File: config.mk
export PLATFORM = sky130hd
export DESIGN_NAME = riscv_ex_stage
export DESIGN_NICKNAME = d
export VERILOG_FILES = /design/src/rtl/riscv_ex_stage.sv
export SDC_FILE = /design/constraint.sdc
export NUM_CORES = 1
export LEC_CHECK = 0
export BUFFER_PORTS_ARGS = -buffer_cell sky130_fd_sc_hd__buf_2
export CAP_MARGIN = 10
export CORE_MARGIN = 4
export CORE_UTILIZATION = 40
export DETAILED_ROUTE_END_ITERATION = 7
export GPL_TIMING_DRIVEN = 1
export PLACE_DENSITY_LB_ADDON = 0.2
export SYNTH_ARGS = -nofsm -noshare
export SYNTH_HDL_FRONTEND = slang
export SYNTH_SLANG_ARGS = --single-unit
File: constraint.sdc
create_clock -name clock -period 8.65 [get_ports clock]
set_clock_uncertainty 0.1 [all_clocks]
set_input_delay 0.865 -clock clock [delete_from_list [all_inputs] [get_ports clock]]
set_output_delay 0.865 -clock clock [all_outputs]
set_load 0.05 [all_outputs]
File: src/rtl/riscv_ex_stage.sv
// RV32I execute stage: load-use hazard detect, operand forwarding, ALU, branch target, EX/MEM register.
// Define HDU_X0_FILTER_EN to suppress load-use stalls when the load targets x0.
module riscv_ex_stage (
    input  logic        clock,
    input  logic        clear,
    input  logic [10:0] EX_signals,
    input  logic [31:0] EX_dataA,
    input  logic [31:0] EX_dataB,
    input  logic [31:0] EX_immGenOut,
    input  logic [31:0] EX_imemAddr,
    input  logic [3:0]  EX_func3_7,
    input  logic [4:0]  EX_Rd,
    input  logic [4:0]  ID_Rs1,
    input  logic [4:0]  ID_Rs2,
    input  logic [1:0]  forwardA,
    input  logic [1:0]  forwardB,
    input  logic [31:0] dataD,
    output logic        notStall,
    output logic [31:0] aluResult,
    output logic        branchFromAlu,
    output logic [31:0] MEM_aluResult,
    output logic        MEM_branchFromAlu,
    output logic [31:0] MEM_branchAddr,
    output logic [31:0] MEM_dataB
);

    typedef enum logic [2:0] {
        OP_ADDR   = 3'b000,
        OP_BRANCH = 3'b001,
        OP_RTYPE  = 3'b010,
        OP_ITYPE  = 3'b011,
        OP_LUI    = 3'b100
    } alu_op_e;

    logic        alu_src;
    logic        mem_read;
    logic [2:0]  alu_op;
    logic [2:0]  funct3;
    logic        alt;
    logic        unused_ctrl;

    assign alu_src     = EX_signals[2];
    assign mem_read    = EX_signals[5];
    assign alu_op      = EX_signals[10:8];
    assign funct3      = EX_func3_7[2:0];
    assign alt         = EX_func3_7[3];
    assign unused_ctrl = ^{EX_signals[7:6], EX_signals[4:3], EX_signals[1:0]};

    logic rd_match;
    assign rd_match = (EX_Rd == ID_Rs1) || (EX_Rd == ID_Rs2);
`ifdef HDU_X0_FILTER_EN
    assign notStall = !(mem_read && rd_match && (EX_Rd != 5'd0));
`else
    assign notStall = !(mem_read && rd_match);
`endif

    logic [31:0] alu_q, alu_d;
    logic        br_q, br_d;
    logic [31:0] baddr_q, baddr_d;
    logic [31:0] dataB_q, dataB_d;

    logic [31:0] op_a, forwardB_dataB, op_b;

    always_comb begin
        case (forwardA)
            2'b10:   op_a = alu_q;
            2'b01:   op_a = dataD;
            default: op_a = EX_dataA;
        endcase
        case (forwardB)
            2'b10:   forwardB_dataB = alu_q;
            2'b01:   forwardB_dataB = dataD;
            default: forwardB_dataB = EX_dataB;
        endcase
        op_b = alu_src ? EX_immGenOut : forwardB_dataB;
    end

    logic        eq, lt_s, lt_u, sub_sel;
    logic [4:0]  shamt;
    logic [31:0] arith;

    assign eq    = (op_a == op_b);
    assign lt_s  = ($signed(op_a) < $signed(op_b));
    assign lt_u  = (op_a < op_b);
    assign shamt = op_b[4:0];
    // Only register-register ops honour instr[30] as SUB; ADDI has no subtract form.
    assign sub_sel = (alu_op == OP_RTYPE) && alt;

    always_comb begin
        arith = '0;
        case (funct3)
            3'b000:  arith = sub_sel ? (op_a - op_b) : (op_a + op_b);
            3'b001:  arith = op_a << shamt;
            3'b010:  arith = {31'd0, lt_s};
            3'b011:  arith = {31'd0, lt_u};
            3'b100:  arith = op_a ^ op_b;
            3'b101:  arith = alt ? 32'($signed(op_a) >>> shamt) : (op_a >> shamt);
            3'b110:  arith = op_a | op_b;
            default: arith = op_a & op_b;
        endcase
    end

    always_comb begin
        aluResult     = '0;
        branchFromAlu = 1'b0;
        case (alu_op)
            OP_ADDR:   aluResult = op_a + op_b;
            OP_BRANCH: begin
                aluResult = op_a - op_b;
                case (funct3)
                    3'b000:  branchFromAlu = eq;
                    3'b001:  branchFromAlu = !eq;
                    3'b100:  branchFromAlu = lt_s;
                    3'b101:  branchFromAlu = !lt_s;
                    3'b110:  branchFromAlu = lt_u;
                    3'b111:  branchFromAlu = !lt_u;
                    default: branchFromAlu = 1'b0;
                endcase
            end
            OP_RTYPE,
            OP_ITYPE:  aluResult = arith;
            OP_LUI:    aluResult = op_b;
            default:   aluResult = '0;
        endcase
    end

    // PC is word-addressed, so the byte offset is scaled down before adding.
    always_comb begin
        alu_d   = aluResult;
        br_d    = branchFromAlu;
        baddr_d = EX_imemAddr + 32'($signed(EX_immGenOut) >>> 2);
        dataB_d = forwardB_dataB;
    end

    always_ff @(posedge clock or negedge clear) begin
        if (!clear) begin
            alu_q   <= '0;
            br_q    <= 1'b0;
            baddr_q <= '0;
            dataB_q <= '0;
        end else begin
            alu_q   <= alu_d;
            br_q    <= br_d;
            baddr_q <= baddr_d;
            dataB_q <= dataB_d;
        end
    end

    assign MEM_aluResult     = alu_q;
    assign MEM_branchFromAlu = br_q;
    assign MEM_branchAddr    = baddr_q;
    assign MEM_dataB         = dataB_q;

endmodule

-- Yosys cells after proc, flatten, opt, wreduce, memory -nomap -nowiden
Cells that the tools add are included.
- bits in registers: 97
- word-level logic and storage cells: 52
- bitwise gates (word level): 3
- reduce and logical (&&, ||, !) cells: 10
- shift-type cells: 3
- $lt $le $gt $ge: 2
- multiplexer cells: 9
- add/subtract/negate cells: 3
- equal/unequal tests: 18
- operators by type and width (kind ; count):
    $pmux 32 s7 ; 1
    $pmux 32 s2 ; 2
    $pmux 32 s4 ; 1
    $mux 32 ; 3
    $add 32x32->32 ; 2
    $lt 32x32->1 ; 2
    $and 32x32->32 ; 1
    $eq 32x32->1 ; 1
    $or 32x32->32 ; 1
    $shl 32x5->32 ; 1
    $shr 32x5->32 ; 1
    $sshr 32x5->32 ; 1
    $sub 32x32->32 ; 1
    $xor 32x32->32 ; 1
    $eq 3x3->1 const B ; 5
    $eq 3x2->1 const B ; 4
    $eq 5x5->1 ; 2
    $eq 3x1->1 const B ; 2
    $logic_not 3->1 ; 2
    $pmux 1 s6 ; 1
    $eq 2x1->1 const B ; 2
    $eq 2x2->1 const B ; 2
    $logic_not 1->1 ; 4
    $logic_and 1x1->1 ; 2
    other kinds (3) ; 3

-- Longest topological paths before layout
- depth in word-level cells: 7
- depth in mapped cells: 21
- gate-level depth less buffers: 18

-- Worst setup path before layout
Ideal clock, no wire load.
- path kind: input-to-output
- from: input forwardB[0]
- to: output branchFromAlu
- stages on the path: 19
- path slack: 2.038 ns
- data required time: 7.685 ns
- buffers on the path: 3
- data arrival time: 5.647 ns
- cell sequence: inv_1 > ha_1 > or2_1 > buf_2 > o221ai_2 > inv_1 > buf_2 > buf_1 > ha_1 > fa_1 > nor2b_1 > o211ai_1 > a311oi_1 > nor2_1 > o21ai_1 > a21oi_2 > o21ai_1 > xnor2_1 > o31ai_1
- longest elaborated chain between the ends: 7
- RTL lines (what ; line ; source):
    from (decl) ; 16 ; input logic [1:0] forwardB,
    $eq 2x1->1 or $eq 2x2->1 (tied branches) ; 70 ; case (forwardB)
    $pmux 32 s2 (*) ; 70 ;
    $mux 32 (*) ; 75 ; op_b = alu_src ? EX_immGenOut : forwardB_dataB;
    $lt 32x32->1 (tied with other cells) ; 84 ; assign lt_u = (op_a < op_b);
    $logic_not 1->1, on equally long branches ; 116, 112, 114 ;
    $pmux 1 s6 (*) ; 110 ; case (funct3)
    $mux 1 (*) ; 106 ; case (alu_op)
    to (decl) ; 20 ; output logic branchFromAlu,
Mark *: on every way between the ends. The rest lies on a longest branch, timed or not.

-- Final worst setup path
Ends and elaborated chain as after synthesis.

==> results.json <==
{
  "gp_routability_congestion": 1.06,
  "synth_nets": 2549,
  "ys_warn_count": 0,
  "status": "finished clean",
  "worstMarginPinSlew_ps": 1210,
  "multiInputGateArea_um2": 12400,
  "synth_flop_cell": "dfrtp_1",
  "cts_tree": "yes",
  "final_cell_mix": "319 x buf_2, 208 x nor2_1, 192 x o21ai_0",
  "drt_first_pass_iters": 6,
  "cts.sinks": 97,
  "postRouteWirelength_um": 86300,
  "cp.required_ps": 7690,
  "synth_area_per_cell_um2": 7.29,
  "synth_cells": 2218,
  "period_share_pct": 88.7,
  "dieArea_um2": 43700,
  "place_area_um2": 18200,
  "grt_util_met2_pct": 57.8,
  "setup_violations": 0,
  "nFillCells": 4104,
  "cts.path.max_buffers": 2,
  "drv_cap": 0,
  "cts_root_buffer": "clkbuf_16",
  "r2r-start": "MEM_aluResult[7]$_DFF_PN0_",
  "timing.final.max_slew_violations": 0,
  "fin_area_um2": 18600,
  "drive_gt1_share_pct": 19.0,
  "p_leak_nw": 8.71,
  "hpwl_um": 68900,
  "use_met1_pct": 50.7,
  "whs_ps": 336,
  "busiest_layer": "met2",
  "worstRegToRegCells": 15,
  "r2r-end": "MEM_branchFromAlu$_DFF_PN0_",
  "grt_pass1_vias": 18417,
  "insertion_delay_ps": 370,
  "grt_pass1_wl_um": 126000,
  "vias": 19751,
  "chipWidth_um": 209,
  "cts_setup_buffers": 0,
  "clk_pin_slew_worst_paths_ps": 80,
  "cts-htree-levels": 3,
  "cts_inserted_buffers": 9,
  "start_util_pct": 40.6,
  "hold_buffers": 0,
  "ir_drop_mv": 0.108,
  "syn_area_um2": 16200,
  "rsz0062_at_grt": "no",
  "antenna_found_initial": 15,
  "grt-ovfl-total": 0,
  "die_h_um": 209,
  "synth-seq-area-share_pct": 15.0,
  "grt_use_met3_pct": 8.12,
  "grtUsageTotal_pct": 37.4,
  "ys_seq_elements": 97,
  "max_slew_margin_pct": 18.2,
  "std_cell_rows": 73,
  "worstSetupStartpointType": "input pin",
  "ant_nets": 0,
  "grt_max_degree": 69,
  "io_pins": 327,
  "viasPerCell": 6.58,
  "portBuffers": 320,
  "fin_crit_ps": 7670,
  "nets": 2790,
  "ys_types": 98,
  "worst-setup-path-type": "input pin to primary output",
  "worstSetupEndpointType": "primary output",
  "crit_arrival_ps": 6710,
  "clock.fmax_ghz": 0.130,
  "total_power_mw": 3.59,
  "setup_ws_ps": 979,
  "pre_cts_slack_ps": 1280,
  "layout_commonest_cell": "buf_2",
  "final-seq-area_um2": 2430,
  "hold_viol": 0,
  "synth-edff-count": 0,
  "hp-class": "input pin to async pin",
  "drc": 0,
  "core-area_um2": 39800,
  "synthArstFlopShare_pct": 100,
  "fin_setup_tns_ps": 0,
  "drt-initial-drc-count": 2793,
  "critPathMaxFanout": 32,
  "area_delta_synth_final_pct": 14.9,
  "r2r_slack_ps": 3390,
  "wire_per_inst_um": 28.8,
  "cts_resized": 0,
  "p_per_area_nw_per_um2": 193
}
[worst max path at each step]
stage	startpoint	end	slack [ps]	cells after the start
floorplan	forwardB[0]	branchFromAlu	2040	19
global placement	forwardB[0]	aluResult[0]	1410	17
detailed placement	forwardB[0]	branchFromAlu	1280	19
CTS	forwardB[0]	branchFromAlu	1290	19
global route	forwardB[0]	branchFromAlu	710	19
finish	forwardB[0]	branchFromAlu	980	19
[routing by layer]
metal / share of wire, % / routed length, µm / up-vias
met5: 0.038 / 33 / -
met3: 12 / 10000 / 233
met2: 43 / 37300 / 1442
li1: - / - / 8657
met1: 40 / 34500 / 9413
met4: 5.2 / 4470 / 6
[state kept, by name (all words and copies together) (netlist names)]
name and cells:
MEM_aluResult 32, MEM_dataB 32, MEM_branchFromAlu 1, MEM_branchAddr 32
[power by group]
| group | switching [mW] | internal [mW] | total, mW |
|---|---|---|---|
| Sequential | 0.0483 | 0.533 | 0.581 |
| Clock | 0.192 | 0.242 | 0.434 |
| Combinational | 1.81 | 0.759 | 2.57 |
| Total | 2.05 | 1.53 | 3.59 |
[critical path, stage by stage]
cell and delay (ps):
buf_2 110, inv_1 50, ha_2 600, a22oi_1 200
nor2_1 140, a21oi_1 70, o21ai_0 880, inv_1 160
ha_1 550, nand2_1 120, a2bb2oi_1 150, a311oi_1 520
nor2_1 220, o21ai_1 560, a21oi_2 190, o21ai_1 260
xnor2_1 100, o31ai_1 550, buf_2 380
[kinds of logic after synthesis]
group | share of synthesized area, %
AND/OR/NAND/NOR | 15.9
AO/OA/AOI/OAI | 35.2
adder cells (fa/ha/maj) | 10.6
flip-flops | 15.0
multiplexers | 10.7
buffers and inverters | 8.22
XOR/XNOR | 4.39
[metrics by stage]
stage / std cells / utilization (%)
5_1_grt: 2996 / 46.6
3_3_place_gp: 2973 / 45.8
3_5_place_dp: 2973 / 45.8
2_1_floorplan: 2218 / -
4_1_cts: 2989 / 46.6
6_report: 3001 / 46.6
[final cells by class]
class,count,share of cell area (%)
Clock buffer,11,1.36
Multi-Input combinational cell,1804,67.0
Inverter,162,3.29
Antenna cell,12,0.162
Timing Repair Buffer,385,11.3
Sequential cell,97,13.1
Clock inverter,5,0.330
Tap cell,525,3.54
[synthesized netlist by cell type, types with 7 or more instances]
cell | instances | share of area (%)
a32oi_1 | 7 | 0.38
o21a_1 | 14 | 0.65
buf_2 | 46 | 1.4
or2_2 | 7 | 0.27
nor2b_1 | 24 | 0.93
mux2_2 | 13 | 0.91
mux2i_1 | 157 | 9.7
clkbuf_1 | 78 | 1.8
o211ai_1 | 41 | 1.9
o21ai_1 | 29 | 0.90
inv_2 | 7 | 0.16
a31oi_1 | 25 | 0.97
o2111ai_1 | 7 | 0.38
nor2_1 | 210 | 4.9
o21bai_1 | 24 | 1.1
nor4_1 | 11 | 0.43
xor2_1 | 16 | 0.87
a211oi_1 | 30 | 1.4
nor3_1 | 42 | 1.3
o22ai_1 | 40 | 1.5
dfrtp_1 | 97 | 15
buf_1 | 14 | 0.33
a21boi_0 | 10 | 0.46
a221o_1 | 31 | 1.9
nand2b_1 | 27 | 1.0
a21o_1 | 21 | 0.98
a2bb2oi_1 | 8 | 0.43
nand2_1 | 156 | 3.6
ha_1 | 132 | 10
a22o_1 | 8 | 0.43
nand3_1 | 44 | 1.4
o21ai_0 | 192 | 5.9
xnor2_1 | 65 | 3.5
and3_1 | 8 | 0.31
a211o_1 | 9 | 0.49
buf_4 | 13 | 0.60
a21oi_1 | 179 | 5.5
inv_1 | 152 | 3.5
o221ai_1 | 11 | 0.60
a221oi_1 | 12 | 0.65
o31ai_1 | 11 | 0.51
or3_1 | 12 | 0.46
nand4_1 | 10 | 0.39
a22oi_1 | 57 | 2.6
No activity file was read; power rests on OpenSTA's default activity.
